===== src/rtl/edge_sync_pkg.sv =====
// ---------------------------------------------------------------------------
// edge_sync_pkg
// Shared types and helpers for the edge_pulse_array block.
//   edge_mode_t : per-channel edge selection (rising / falling / both / off)
//   max_int     : elaboration-time maximum, used to size counters
// ---------------------------------------------------------------------------
package edge_sync_pkg;

  typedef enum logic [1:0] {
    EDGE_RISING  = 2'd0,
    EDGE_FALLING = 2'd1,
    EDGE_BOTH    = 2'd2,
    EDGE_OFF     = 2'd3
  } edge_mode_t;

  function automatic int max_int(input int a, input int b);
    return (a > b) ? a : b;
  endfunction

endpackage


===== src/rtl/edge_pulse_channel.sv =====
// ---------------------------------------------------------------------------
// edge_pulse_channel
// One channel: synchroniser -> optional glitch filter -> edge qualifier ->
// pulse stretcher, plus sticky event/overrun flags.
// Ports:
//   clk_i       : clock
//   reset_n_i   : synchronous active-low reset, clears every flop
//   signal_i    : asynchronous input
//   edge_mode_i : which edge(s) qualify
//   event_clr_i : clears event_o and overrun_o (a same-cycle set wins)
//   pulse_o     : PulseWidth-cycle pulse per qualified edge
//   event_o     : sticky, a qualified edge was seen
//   overrun_o   : sticky, a qualified edge arrived while pulse_o was high
// ---------------------------------------------------------------------------
module edge_pulse_channel
  import edge_sync_pkg::*;
#(
  parameter int SyncStages   = 2,
  parameter int FilterCycles = 0,
  parameter int PulseWidth   = 1,
  parameter int Retrigger    = 1
) (
  input  logic       clk_i,
  input  logic       reset_n_i,
  input  logic       signal_i,
  input  edge_mode_t edge_mode_i,
  input  logic       event_clr_i,
  output logic       pulse_o,
  output logic       event_o,
  output logic       overrun_o
);

  localparam int FcWidth = max_int(1, $clog2(FilterCycles + 1));
  localparam int PcWidth = max_int(1, $clog2(PulseWidth));
  // A level change is accepted once it has differed from f for this many
  // consecutive cycles; FilterCycles=0 degenerates to a single register.
  localparam logic [FcWidth-1:0] FcLast = FcWidth'(max_int(FilterCycles, 1) - 1);
  localparam logic [PcWidth-1:0] PcLoad = PcWidth'(PulseWidth - 1);

  logic [SyncStages-1:0] sync_q;
  logic                  sync_s;
  logic                  f;
  logic                  f_d;
  logic [FcWidth-1:0]    fc;
  logic [PcWidth-1:0]    pc;
  logic                  edge_hit;

  assign sync_s = sync_q[SyncStages-1];

  // Synchroniser, filter and previous-level register.
  // NOTE: sequential state uses non-blocking assignments so every flop samples
  // pre-edge values, independent of statement order.
  always_ff @(posedge clk_i) begin
    if (!reset_n_i) begin
      sync_q <= '0;
      f      <= 1'b0;
      f_d    <= 1'b0;
      fc     <= '0;
    end else begin
      sync_q <= {sync_q[SyncStages-2:0], signal_i};
      f_d    <= f;
      if (sync_s != f) begin
        if (fc == FcLast) begin
          f  <= sync_s;
          fc <= '0;
        end else begin
          fc <= fc + FcWidth'(1);
        end
      end else begin
        fc <= '0;
      end
    end
  end

  // Edge qualification; the mode is looked at in the same cycle as the edge.
  // NOTE: the default assignment first guarantees no latch is inferred.
  always_comb begin
    edge_hit = 1'b0;
    case (edge_mode_i)
      EDGE_RISING:  edge_hit = ~f_d & f;
      EDGE_FALLING: edge_hit = f_d & ~f;
      EDGE_BOTH:    edge_hit = f ^ f_d;
      default:      edge_hit = 1'b0;
    endcase
  end

  // Pulse stretcher: pc counts the cycles left after the current one.
  always_ff @(posedge clk_i) begin
    if (!reset_n_i) begin
      pulse_o <= 1'b0;
      pc      <= '0;
    end else if (!pulse_o) begin
      if (edge_hit) begin
        pulse_o <= 1'b1;
        pc      <= PcLoad;
      end
    end else if (edge_hit && (Retrigger != 0)) begin
      pc <= PcLoad;
    end else if (pc == '0) begin
      pulse_o <= 1'b0;
    end else begin
      pc <= pc - PcWidth'(1);
    end
  end

  // Sticky flags: set has priority over clear.
  always_ff @(posedge clk_i) begin
    if (!reset_n_i) begin
      event_o   <= 1'b0;
      overrun_o <= 1'b0;
    end else begin
      if (edge_hit) begin
        event_o <= 1'b1;
      end else if (event_clr_i) begin
        event_o <= 1'b0;
      end
      if (edge_hit && pulse_o) begin
        overrun_o <= 1'b1;
      end else if (event_clr_i) begin
        overrun_o <= 1'b0;
      end
    end
  end

endmodule


===== src/rtl/edge_pulse_array.sv =====
// ---------------------------------------------------------------------------
// edge_pulse_array
// Channels independent edge detectors with pulse stretching and sticky flags.
// Ports:
//   clk_i       : clock
//   reset_n_i   : synchronous active-low reset
//   signal_i    : [Channels] asynchronous inputs
//   edge_mode_i : [2*Channels] edge_mode_t per channel, channel n at [2n+1:2n]
//   event_clr_i : [Channels] clear of event_o/overrun_o
//   pulse_o     : [Channels] stretched pulses
//   event_o     : [Channels] sticky qualified-edge flags
//   overrun_o   : [Channels] sticky edge-during-pulse flags
// ---------------------------------------------------------------------------
module edge_pulse_array
  import edge_sync_pkg::*;
#(
  parameter int Channels     = 4,
  parameter int SyncStages   = 2,
  parameter int FilterCycles = 0,
  parameter int PulseWidth   = 1,
  parameter int Retrigger    = 1
) (
  input  logic                  clk_i,
  input  logic                  reset_n_i,
  input  logic [Channels-1:0]   signal_i,
  input  logic [2*Channels-1:0] edge_mode_i,
  input  logic [Channels-1:0]   event_clr_i,
  output logic [Channels-1:0]   pulse_o,
  output logic [Channels-1:0]   event_o,
  output logic [Channels-1:0]   overrun_o
);

  for (genvar n = 0; n < Channels; n++) begin : g_chan
    edge_pulse_channel #(
      .SyncStages   (SyncStages),
      .FilterCycles (FilterCycles),
      .PulseWidth   (PulseWidth),
      .Retrigger    (Retrigger)
    ) u_chan (
      .clk_i       (clk_i),
      .reset_n_i   (reset_n_i),
      .signal_i    (signal_i[n]),
      .edge_mode_i (edge_mode_t'(edge_mode_i[2*n +: 2])),
      .event_clr_i (event_clr_i[n]),
      .pulse_o     (pulse_o[n]),
      .event_o     (event_o[n]),
      .overrun_o   (overrun_o[n])
    );
  end

endmodule


===== config.mk =====
export PLATFORM = sky130hd
export DESIGN_NAME = edge_pulse_array
export DESIGN_NICKNAME = d
export VERILOG_FILES = /design/src/rtl/edge_sync_pkg.sv /design/src/rtl/edge_pulse_channel.sv /design/src/rtl/edge_pulse_array.sv
export SDC_FILE = /design/constraint.sdc
export NUM_CORES = 1
export LEC_CHECK = 0
export ABC_CLOCK_PERIOD_IN_PS = 2000
export CORE_UTILIZATION = 55
export CTS_BUF_LIST = sky130_fd_sc_hd__clkbuf_4
export CTS_CLUSTER_DIAMETER = 100
export DETAILED_ROUTE_END_ITERATION = 7
export PLACE_DENSITY = 0.95
export SLEW_MARGIN = 15
export SYNTH_ARGS = -nofsm -noshare
export SYNTH_HDL_FRONTEND = slang
export SYNTH_SLANG_ARGS = --single-unit

===== constraint.sdc =====
create_clock -name clk_i -period 2 [get_ports clk_i]
set_input_delay 0.5 -clock clk_i [delete_from_list [all_inputs] [get_ports clk_i]]
set_output_delay 0.5 -clock clk_i [all_outputs]
set_load 0.005 [all_outputs]

### Word level (Yosys, flattened, before mapping)

Index checks and enable logic that the tools add are counted.

| operators by class | value |
|---|---|
| add/sub/neg operators | 8 |
| eq/ne operators | 12 |
| mux-type cells | 48 |
| bitwise operators | 24 |
| reduce and logical (&&, ||, !) cells | 28 |

Operators by type and width:

| kind | count |
|---|---|
| $mux W1 | 44 |
| $reduce_bool A2 Y1 | 12 |
| $not A1 Y1 | 12 |
| $pmux W1 S3 | 4 |
| $reduce_and A3 Y1 | 4 |
| $and A1 B1 Y1 | 8 |
| $eq A2 B1 Y1 const B | 4 |
| $eq A2 B2 Y1 const B | 4 |
| $logic_not A2 Y1 | 4 |
| $reduce_and A2 Y1 | 4 |
| $add A1 B1 Y1 const B | 4 |
| $logic_and A1 B1 Y1 | 4 |
| $ne A1 B1 Y1 | 4 |
| $sub A1 B1 Y1 const B | 4 |
| $xor A1 B1 Y1 | 4 |

| word-level totals | value |
|---|---|
| register bits | 36 |
| input bits | 18 |
| output and inout bits | 12 |
| word-level logic and storage cells | 152 |

### Depth between registers and ports, before layout

| depth | value |
|---|---|
| depth after elaboration | 5 |
| depth in mapped cells | 5 |
| gate-level depth less buffers | 5 |

### Modules after synthesis

From an unflattened synthesis, not the netlist that was laid out.

| second synthesis, totals | value |
|---|---|
| cells, all modules | 121 |
| area total of the unflattened synthesis | 1277.5 µm² |

By module, submodules not included:

| module | times used | cells each | area an instance (µm²) | sequential area each (µm²) |
|---|---|---|---|---|
| edge_pulse_channel at g_chan[0].u_chan ... | 3 | 31 | 325.3 | 160.2 |
| edge_pulse_channel at g_chan[3].u_chan | 1 | 28 | 301.5 | 160.2 |

### Worst setup path after synthesis

OpenSTA, ideal clock, no wires.

| timing path | value |
|---|---|
| kind | register to register |
| from | register g_chan[2].u_chan.f_d |
| to | register g_chan[2].u_chan.overrun_o |
| setup time | 0.058 ns |
| data arrival time | 1.103 ns |
| data required time | 1.942 ns |
| path slack | 0.839 ns |
| stages on the path, launching flop included | 6 |
| path buffers | 0 |
| period minus slack after synthesis | 1.161 ns |
| path through | dfxtp_1 > inv_1 > ha_1 > and2_4 > nor4b_2 > o21a_1 |

| on the way | value |
|---|---|
| word-level cells in the longest chain between the ends | 5 |
| elaborated cells between the ends (all ways) | 8 |
| classes of those cells | mux (2); bitwise (4); reduce/logical (2) |

RTL lines:

| item | RTL line | RTL |
|---|---|---|
| start: declaration | edge_pulse_channel.sv:43 | `logic f_d;` |
| start signal: assignment | edge_pulse_channel.sv:57 | `f_d <= 1'b0;` |
| start signal: assignment | edge_pulse_channel.sv:61 | `f_d <= f;` |
| $not A1 Y1 | edge_pulse_channel.sv:80 | `EDGE_RISING: edge_hit = ~f_d & f;` |
| $and A1 B1 Y1 | edge_pulse_channel.sv:80 |  |
| $pmux W1 S3 * | edge_pulse_channel.sv:79 | `case (edge_mode_i)` |
| $logic_and A1 B1 Y1 * | edge_pulse_channel.sv:117 | `if (edge_hit && pulse_o) begin` |
| $mux W1 or $reduce_bool A2 Y1 (tied branches) | -- |  |
| end signal: assignment | edge_pulse_channel.sv:110 | `overrun_o <= 1'b0;` |
| end signal: assignment | edge_pulse_channel.sv:118 | `overrun_o <= 1'b1;` |
| end signal: assignment | edge_pulse_channel.sv:120 | `overrun_o <= 1'b0;` |
| end: declaration | edge_pulse_channel.sv:30 | `output logic overrun_o` |

Mark *: on every way between the ends. The rest lies on a longest branch, timed or not.
A chain may end at the register's enable or synchronous reset.

### Final worst setup path

| timing path | value |
|---|---|
| from | register g_chan[2].u_chan.pulse_o |
| to | output pulse_o[2] |

RTL lines:

| item | RTL line | RTL |
|---|---|---|
| start: declaration | edge_pulse_channel.sv:28 | `output logic pulse_o,` |
| start signal: assignment | edge_pulse_channel.sv:90 | `pulse_o <= 1'b0;` |
| start signal: assignment | edge_pulse_channel.sv:94 | `pulse_o <= 1'b1;` |
| start signal: assignment | edge_pulse_channel.sv:100 | `pulse_o <= 1'b0;` |
| end: declaration | edge_pulse_array.sv:28 | `output logic [Channels-1:0] pulse_o,` |

No word-level cell between the ends.

==> impl_results.rst <==
.. list-table::
   :header-rows: 1

   * - Metric
     - Value
   * - Largest cells by area after synthesis
     - sky130_fd_sc_hd__dfxtp_1 49%, sky130_fd_sc_hd__ha_1 7.6%, sky130_fd_sc_hd__buf_4 6.8%
   * - Fin crit share
     - between 80 and 90%
   * - Share of post-route cells with drive strength above 1
     - between 8 and 9%
   * - Static leakage power
     - approximately 0.65 nW
   * - # Post-CTS Setup Buffers
     - 0
   * - Kind of capture point of the worst setup path
     - output port
   * - Pin count of the biggest net entering global routing
     - 18
   * - Num rows
     - 17
   * - Clock buffer count from CTS
     - 5
   * - Core Area
     - about 2200 um2
   * - Final-report max-slew violation count
     - 0
   * - Run status
     - finished clean
   * - Critical Path Fanout Max
     - 3
   * - Final routed wire length divided by cell count
     - between 10 and 15 um
   * - Drt total wl
     - ~2.0 mm
   * - Total negative slack
     - 0 ps
   * - Clock latency of the later-clocked register in the worst-skew pair
     - between 300 and 400 ps
   * - Most common cell after layout, fill and taps aside
     - sky130_fd_sc_hd__dfxtp_1
   * - Ratio of total power to cell area
     - approximately 750 nW/um2
   * - Number of different library cells in the post-synthesis netlist
     - 26
   * - Biggest cell delay along the critical path
     - a little over 500 ps
   * - Commonest cells after routing, fill and taps aside
     - 32 x sky130_fd_sc_hd__dfxtp_1, 29 x sky130_fd_sc_hd__clkdlybuf4s50_1, 10 x sky130_fd_sc_hd__inv_1, 10 x sky130_fd_sc_hd__nor2b_1
   * - Area share of the largest cell type after synthesis
     - between 40% and 50%
   * - Total setup violations reported at the end of the flow
     - 0
   * - Clock-pin slew of the registers on the worst-case setup and hold paths
     - approximately 100 ps
   * - Detailed-route vias per instance
     - about 4.9
   * - MaxCap Viol Count
     - 0
   * - Flip-flop and latch area
     - approximately 640 um2
   * - Hold Crit Class
     - reg -> reg
   * - Top achievable clock speed
     - roughly 590 MHz
   * - Nets@finish
     - between 150 and 200
   * - Placer Congestion
     - 0.693
   * - Critical Path Start Type
     - register
   * - ANT nets after route
     - 0
   * - Worst path bufs/invs
     - 1
   * - Netlist area before placement
     - approximately 1300 um2
   * - Filler cells
     - 174
   * - Type of the worst setup path
     - reg -> out
   * - Internal reg-to-reg setup slack
     - about 760 ps
   * - PortBufs
     - 29
   * - Clock Root Buffer
     - sky130_fd_sc_hd__clkbuf_4
   * - Maximum buffer depth of the clock tree
     - 2
   * - Setup Skew
     - between 9 and 10 ps
   * - Number of global-route vias before repair
     - just over 900
   * - Gate count of the mapped netlist
     - ~130
   * - Half-perimeter wire length after placement
     - 1.59 mm
   * - Clock net sink count
     - 32
   * - CTS Hold Buffers Added
     - 0
   * - Standard cell with the maximum stage delay on the critical path
     - sky130_fd_sc_hd__clkdlybuf4s50_1
   * - Total global routing track utilization
     - a little under a fifth
   * - Dominant cell type by area after synthesis
     - sky130_fd_sc_hd__dfxtp_1
   * - Area used by multi-input combinational logic
     - between 500 and 600 um2
   * - Global route overflow
     - 0
   * - Arrival time reported for the critical path endpoint
     - 1200 ps
   * - Die Y-Extent
     - 51.0 um
   * - Number of failing hold endpoints at the final stage
     - 0
   * - Synthesis-to-layout area growth
     - 24.6%
   * - Number of diodes added for antenna fixing
     - 0
   * - Overall power of the completed layout
     - roughly 1.2 mW
   * - IO Count
     - 30
   * - Initial DRC Count
     - 14
   * - Sequential fraction of the synthesis area
     - 48.5%
   * - Yosys reg bits
     - 32
   * - Htree depth
     - 2
   * - Ordered list of cells on the worst path
     - clkdlybuf4s50_1
   * - Data required time at the worst endpoint
     - around 1500 ps
   * - Critical path's top delay family
     - buffers and inverters
   * - Horizontal die dimension
     - just over 50 um
   * - Cells resized by post-CTS repair
     - 0
   * - Unrepaired setup endpoints after global routing
     - false
   * - Effective utilization at floorplan
     - between 50% and 60%
   * - Mapped Avg Cell Area
     - about 10 um2
   * - Wire length of the first global-routing pass
     - approximately 3.5 mm
   * - Warning count from the yosys run
     - 0
   * - Max IR drop VDD
     - between 500 and 600 uV
   * - Initial antenna violation count
     - 0
   * - Minimum period implied by the final worst setup slack
     - 1700 ps
   * - Detailed-route via count
     - roughly 920
   * - Initial DRT Pass Iterations
     - 4
   * - Clock tree from TritonCTS
     - done
   * - Total DRC errors in the routed layout
     - 0
   * - Die footprint
     - 2600 um2
   * - Worst-case hold slack
     - 438 ps
-- final timing paths --
| path | startpoint | endpoint | cells after the start |
|---|---|---|---|
| max | g_chan[2].u_chan.pulse_o | pulse_o[2] | 1 |
| min | g_chan[0].u_chan.sync_q[0] | g_chan[0].u_chan.sync_q[1] | 1 |
| max reg2reg | g_chan[2].u_chan.f_d | g_chan[2].u_chan.overrun_o | 5 |
| min reg2reg | g_chan[0].u_chan.sync_q[0] | g_chan[0].u_chan.sync_q[1] | 1 |
-- layout make-up --
class | instances | area share (%)
sequential | 32 | 38.9
multi-input combinational | 79 | 33.5
timing repair buffer | 30 | 18.1
clock buffer | 6 | 2.74
inverter | 11 | 2.51
clock inverter | 2 | 2.13
tap | 28 | 2.13
-- synth_stat cells --
cell type and instances:
sky130_fd_sc_hd__a21oi_1 4, sky130_fd_sc_hd__a31oi_1 5, sky130_fd_sc_hd__a32oi_1 1, sky130_fd_sc_hd__and2_1 9, sky130_fd_sc_hd__and2_4 1, sky130_fd_sc_hd__and2b_1 1, sky130_fd_sc_hd__buf_2 1, sky130_fd_sc_hd__buf_4 12
sky130_fd_sc_hd__clkbuf_1 1, sky130_fd_sc_hd__conb_1 1, sky130_fd_sc_hd__dfxtp_1 32, sky130_fd_sc_hd__ha_1 8, sky130_fd_sc_hd__inv_1 10, sky130_fd_sc_hd__inv_2 1, sky130_fd_sc_hd__mux2i_1 4, sky130_fd_sc_hd__nand2_1 2
sky130_fd_sc_hd__nand2b_1 4, sky130_fd_sc_hd__nand3b_1 3, sky130_fd_sc_hd__nand4b_1 3, sky130_fd_sc_hd__nor2_1 9, sky130_fd_sc_hd__nor2b_1 10, sky130_fd_sc_hd__nor4b_2 1, sky130_fd_sc_hd__o21a_1 2, sky130_fd_sc_hd__o21ai_0 4
sky130_fd_sc_hd__o21bai_1 3, sky130_fd_sc_hd__o31ai_2 1
-- cells by family (layout without fill, tap and decap cells) --
| family | Yosys count | in the layout | share of synthesized area, % |
|---|---|---|---|
| AO/OA/AOI/OAI | 20 | 20 | 9.86 |
| adder cells (fa/ha/maj) | 8 | 8 | 7.58 |
| buffers and inverters | 25 | 49 | 10.6 |
| flip-flops | 32 | 32 | 48.5 |
| multiplexers | 4 | 4 | 3.03 |
| other | 1 | 4 | 0.284 |
| AND/OR/NAND/NOR | 43 | 43 | 20.1 |
-- state kept, by name, indices dropped and copies added (netlist names) --
signal                   cells
g_chan.u_chan.sync_q         8
g_chan.u_chan.event_o        4
g_chan.u_chan.f              4
g_chan.u_chan.f_d            4
g_chan.u_chan.fc             4
g_chan.u_chan.overrun_o      4
g_chan.u_chan.pulse_o        4
-- report_power, final --
part,leakage (nW),switching [mW],internal (mW)
clock network,0.0456,0.199,0.275
registers,0.262,0.00797,0.656
logic,0.339,0.0338,0.0586
-- metal layers --
layer  track usage [%]  vias to the layer above  part of all wire, %  routed length, um
met3              8.04                        3                  4.9                100
met2              35.3                       25                   54               1100
met1              17.5                      426                   40                816
met4              9.72                        0                  1.0                 21
met5                 0                        -                    0                  0
li1                  -                      469                    -                  -
-- through the flow --
| step | worst slack [ps] | util (%) | instances | area (um2) |
|---|---|---|---|---|
| floorplan | 839 | - | 136 | 1330 |
| global placement | 477 | 70.1 | 180 | 1570 |
| detailed placement | 378 | 70.1 | 180 | 1570 |
| CTS | 284 | 73.7 | 188 | 1650 |
| global route | 232 | 73.7 | 188 | 1650 |
| finish | 302 | 73.7 | 188 | 1650 |
Power figures use the tool's default switching activity.
